## src/rtl/alu_sequencer.sv

```systemverilog
// alu_sequencer: issue-side controller that registers ALU operands, captures result/flags and hands results to writeback.
package alu_pkg;
  typedef enum logic [2:0] {
    ALU_ADD, ALU_SUB, ALU_AND, ALU_OR, ALU_XOR, ALU_NOT, ALU_SHL, ALU_SHR
  } alu_op_e;
  typedef struct packed {
    logic c;
    logic v;
    logic n;
    logic z;
  } alu_flag_t;
endpackage

module alu_sequencer
  import alu_pkg::*;
#(
  parameter int DATA_BUS_WIDTH = 8,
  parameter int DEST_WIDTH = 3,
  parameter int COUNT_WIDTH = 16
) (
  input  logic                      clk,
  input  logic                      rst,
  input  logic                      req_valid,
  output logic                      req_ready,
  input  alu_op_e                   req_op,
  input  logic [DATA_BUS_WIDTH-1:0] req_a,
  input  logic [DATA_BUS_WIDTH-1:0] req_b,
  input  logic [DEST_WIDTH-1:0]     req_dest,
  input  logic                      req_wb,
  input  logic                      req_setflags,
  output alu_op_e                   alu_op,
  output logic [DATA_BUS_WIDTH-1:0] alu_reg1,
  output logic [DATA_BUS_WIDTH-1:0] alu_reg2,
  input  logic [DATA_BUS_WIDTH-1:0] alu_result,
  input  alu_flag_t                 alu_flag,
  output logic                      wb_valid,
  input  logic                      wb_ready,
  output logic [DATA_BUS_WIDTH-1:0] wb_data,
  output logic [DEST_WIDTH-1:0]     wb_dest,
  output alu_flag_t                 flags_q,
  input  logic [$bits(alu_flag_t)-1:0] cond_mask,
  input  logic                      cond_invert,
  output logic                      cond_true,
  output logic                      busy,
  output logic [COUNT_WIDTH-1:0]    op_count
);
  typedef enum logic [1:0] {IDLE, EXEC, WB} state_e;
  state_e state, state_n;
  logic [DEST_WIDTH-1:0] dest;
  logic wb_en, sf_en;

  assign req_ready = state == IDLE;
  assign busy = state != IDLE;
  assign wb_valid = state == WB;
  assign cond_true = (|(flags_q & cond_mask)) ^ cond_invert;

  always_comb begin
    state_n = state;
    if (state == IDLE && req_valid) state_n = EXEC;
    else if (state == EXEC) state_n = wb_en ? WB : IDLE;
    else if (state == WB && wb_ready) state_n = IDLE;
  end

  always_ff @(posedge clk or posedge rst) begin
    if (rst) begin
      state <= IDLE;
      alu_op <= alu_op_e'(0);
      alu_reg1 <= '0;
      alu_reg2 <= '0;
      dest <= '0;
      wb_en <= 1'b0;
      sf_en <= 1'b0;
      wb_data <= '0;
      wb_dest <= '0;
      flags_q <= '0;
      op_count <= '0;
    end else begin
      state <= state_n;
      if (state == IDLE && req_valid) begin
        alu_op <= req_op;
        alu_reg1 <= req_a;
        alu_reg2 <= req_b;
        dest <= req_dest;
        wb_en <= req_wb;
        sf_en <= req_setflags;
      end
      if (state == EXEC) begin
        if (sf_en) flags_q <= alu_flag;
        if (wb_en) begin
          wb_data <= alu_result;
          wb_dest <= dest;
        end
        op_count <= op_count + {{(COUNT_WIDTH-1){1'b0}}, ~&op_count};
      end
    end
  end
endmodule

```

## config.mk

```make
export PLATFORM = sky130hd
export DESIGN_NAME = alu_sequencer
export DESIGN_NICKNAME = d
export VERILOG_FILES = /design/src/rtl/alu_sequencer.sv
export SDC_FILE = /design/constraint.sdc
export NUM_CORES = 1
export LEC_CHECK = 0
export BUFFER_PORTS_ARGS = -buffer_cell sky130_fd_sc_hd__buf_2
export CAP_MARGIN = 20
export CORE_MARGIN = 2
export CORE_UTILIZATION = 27
export DETAILED_ROUTE_END_ITERATION = 6
export GPL_TIMING_DRIVEN = 0
export HOLD_SLACK_MARGIN = 0.05
export PLACE_DENSITY = 0.53
export SLEW_MARGIN = 20
export SYNTH_ARGS = -nofsm -noshare
export SYNTH_HDL_FRONTEND = slang
export SYNTH_SLANG_ARGS = --single-unit
```

## constraint.sdc

```tcl
create_clock -name clk -period 2.95 [get_ports clk]
set_input_delay 0.4425 -clock clk [delete_from_list [all_inputs] [get_ports clk]]
set_output_delay 0.4425 -clock clk [all_outputs]
set_load 0.01 [all_outputs]
```

==> metrics.csv <==
stage;metric;value;unit
worst_setup_path;Worst path max stage delay;0.41;ns
worst_setup_path;worst r2r src;op_count[7];
drt;drt initial violations;15;
placed_design;gpl congestion;0.736;
run;max-cap viol count;0;
global_route;vias in the first global route;1652;
clock_network;CTS Buf Count;9;
clock_network;Clock H-tree levels;3;
floorplan;Die W;99.1;µm
drt;DR vias/cell;4.28;
clock_network;PostCTS Resize Cnt;0;
worst_setup_path;Reg2Reg Capture Point;op_count[12];
worst_setup_path;delay-heaviest family, CP;simple AND/OR/NAND/NOR gates;
drt;Routed Antenna Nets;0;
drt;routed len/inst;13.1;µm
synthesis;Syn Nets;211;
synthesis;Synth Instances;163;
global_route;initial antenna violation count;0;
final_layout;ANT cells;0;
global_route;largest net degree at the start of global routing;45;
worst_hold_path;hold crit path type;in2reg;
placed_design;DP HPWL;3680;µm
synthesis;Synth cell types;28;
final_layout;Layout area overhead;34.7;%
final_layout;share of layout cells above drive strength 1;0.599;
power;Power Density;990;nW/µm²
timing;fin worst setup slack;0.400;ns
placed_design;pre-CTS WS;0.406;ns
worst_setup_path;R2R Setup Slk;0.40;ns
worst_setup_path;CP Buf/Inv Count;1;
clock_network;total clock sinks;57;
clock_network;postcts setup bufs;0;
clock_network;Clock Pin Slew Worst Setup and Hold Paths;0.07;ns
synthesis;Syn Area/Cell;15.0;µm²
clock_network;TritonCTS clock tree;built;
timing;Slew headroom;0.810;
worst_setup_path;Data arrival, critical path;2.80;ns
worst_setup_path;Req. time, crit path;3.20;ns
synthesis;Ys Warns;0;
drt;final wirelength;5060;µm
synthesis;#FFs+latches synth;57;
synthesis;synthesized area;2440;µm²
worst_hold_path;hold depth;2;
timing;final worst-path cycle share;0.865;
global_route;total gr overflow;0;
power;Pleak;1.64;nW
synthesis;post-synthesis sequential area ratio;0.584;
floorplan;Die Ht;99.1;µm
worst_setup_path;Critical Path Source Type;flop;
placed_design;PortBufs;98;
floorplan;Rows;34;
timing;Fin Setup TNS;0;ns
final_layout;commonest non-fill, non-tap cell in the layout;buf_2;
timing;Worst Tran Pin Value;0.285;ns
clock_network;cts hold-fix bufs;1;
clock_network;Max Root-Sink Buffers;2;
worst_setup_path;R2R cell count;10;
worst_setup_path;Critical Path Fanout Max;5;
timing;count of endpoints failing setup in the final report;0;
floorplan;core area;8760;µm²
final_layout;final layout net count;322;
global_route;first-pass GRT wire length;7940;µm
floorplan;DIE AREA;9820;µm²
timing;unrepaired setup endpoints after global routing;false;
worst_setup_path;slowest CP cell;dfrtp_1;
clock_network;clk root buf;clkbuf_8;
floorplan;I/O Pins;99;
final_layout;most frequent cells in the layout;buf_2 (99), dfrtp_1 (57), mux2_2 (22);
worst_hold_path;Min-Delay Endpoint;state[1];
drt;Pre-antenna DRT Iters;3;
clock_network;worst skew pair latency;0.33;ns
drt;vias post-DR;1657;
timing;fin. max-slew vios;0;
worst_setup_path;Crit. End Element;flop;
timing;achievable frequency;0.392;GHz
timing;final hold violation count;0;
floorplan;Starting Density;0.279;
drt;DRC violations left;0;
worst_hold_path;Min-Delay Startpoint;wb_ready;
power;Peak VDD IR;0.000389;V
timing;skew final;0.00932;ns
timing;Final Hold Slack;0.297;ns
worst_setup_path;WS Path Type;reg2reg;
outcome;status;completed;
timing;crit path time final;2.55;ns
global_route;total track usage;0.105;
worst_setup_path;CP Cell Sequence;and4_1, nand4_1, or3_1, ha_1, ha_1, and3_1, and4_1, buf_4, nand4_1, xnor2_1;
-- layout make-up --
cell class	instances	area [µm²]
fillers	883	5470
flip-flops and latches	57	1430
multi-input cells	96	940
repair buffers	100	528
clock buffers	10	138
well taps	108	135
plain buffers	6	61.3
clock inverters	6	43.8
inverters	4	17.5
-- worst reg2reg max path, cell delays in order, from the launching register on --
cell and delay [ns]:
dfrtp_1 0.41, and4_1 0.32, nand4_1 0.13, or3_1 0.41
ha_1 0.24, ha_1 0.20, and3_1 0.19, and4_1 0.19
buf_4 0.15, nand4_1 0.10, xnor2_1 0.12
-- metrics by stage --
| step | instance area (µm²) | instances | util | power, mW |
|---|---|---|---|---|
| floorplan | 2440 | 163 | - | 2.17 |
| global placement | 3070 | 369 | 0.350 | 2.61 |
| detailed placement | 3100 | 370 | 0.354 | 2.65 |
| CTS | 3290 | 387 | 0.375 | 3.33 |
| global route | 3290 | 387 | 0.375 | 3.47 |
| finish | 3290 | 387 | 0.375 | 3.26 |
-- per-layer routing --
| metal | vias up | wire length [µm] | global-route usage |
|---|---|---|---|
| li1 | 795 | - | - |
| met1 | 788 | 2320 | 0.133 |
| met2 | 64 | 2250 | 0.156 |
| met3 | 10 | 392 | 0.0316 |
| met4 | 0 | 94 | 0.0664 |
| met5 | - | 0 | 0 |
-- cells by family (layout without fill, tap and decap cells) --
group                      Yosys count  after routing  synth area share
and+or+nand+nor                     32             32            0.0830
muxes                               41             41             0.218
AOI/OAI and AO/OA                    5              5            0.0143
buffers and inverters               10            126            0.0312
DFF                                 57             57             0.584
xor gates and xnor gates            15             15            0.0538
adders and majority gates            3              3            0.0154
-- Yosys cell counts (all sizes together) --
master / number / area [µm²]
dfrtp: 57 / 1430
mux2: 41 / 533
xnor2: 11 / 96.3
nand2: 7 / 26.3
buf: 6 / 61.3
and4: 5 / 43.8
nand3: 5 / 25.0
inv: 4 / 15.0
nand4: 4 / 40.0
xor2: 4 / 35.0
and3: 3 / 18.8
ha: 3 / 37.5
nor3: 3 / 15.0
o21ai: 2 / 10.0
a21o: 1 / 7.51
a221oi: 1 / 8.76
a22o: 1 / 8.76
and2: 1 / 8.76
nor2: 1 / 3.75
nor2b: 1 / 6.26
or2: 1 / 8.76
or3: 1 / 6.26
-- how the worst max path moves through the flow --
stage,startpoint,end,slack (ns),cells after the start
after global placement,rst,alu_reg1[1],0.25,2
final,op_count[7],op_count[12],0.40,10
after floorplan,op_count[7],op_count[12],0.53,10
after global routing,op_count[7],op_count[12],0.21,10
after CTS,op_count[7],op_count[12],0.38,10
after detailed placement,op_count[7],op_count[12],0.41,10
-- power by group --
| part | internal, mW | switching, mW | total (mW) |
|---|---|---|---|
| combinational | 0.741 | 0.537 | 1.28 |
| clock | 0.326 | 0.326 | 0.653 |
| sequential | 1.11 | 0.219 | 1.33 |
| total | 2.18 | 1.08 | 3.26 |
-- state kept, by name (all words and copies together), names as in the netlist --
register  flops
alu_op        3
wb_dest       3
alu_reg1      8
alu_reg2      8
sf_en         1
flags_q       4
op_count     16
wb_en         1
state         2
wb_data       8
dest          3
Power figures use the tool's default switching activity.
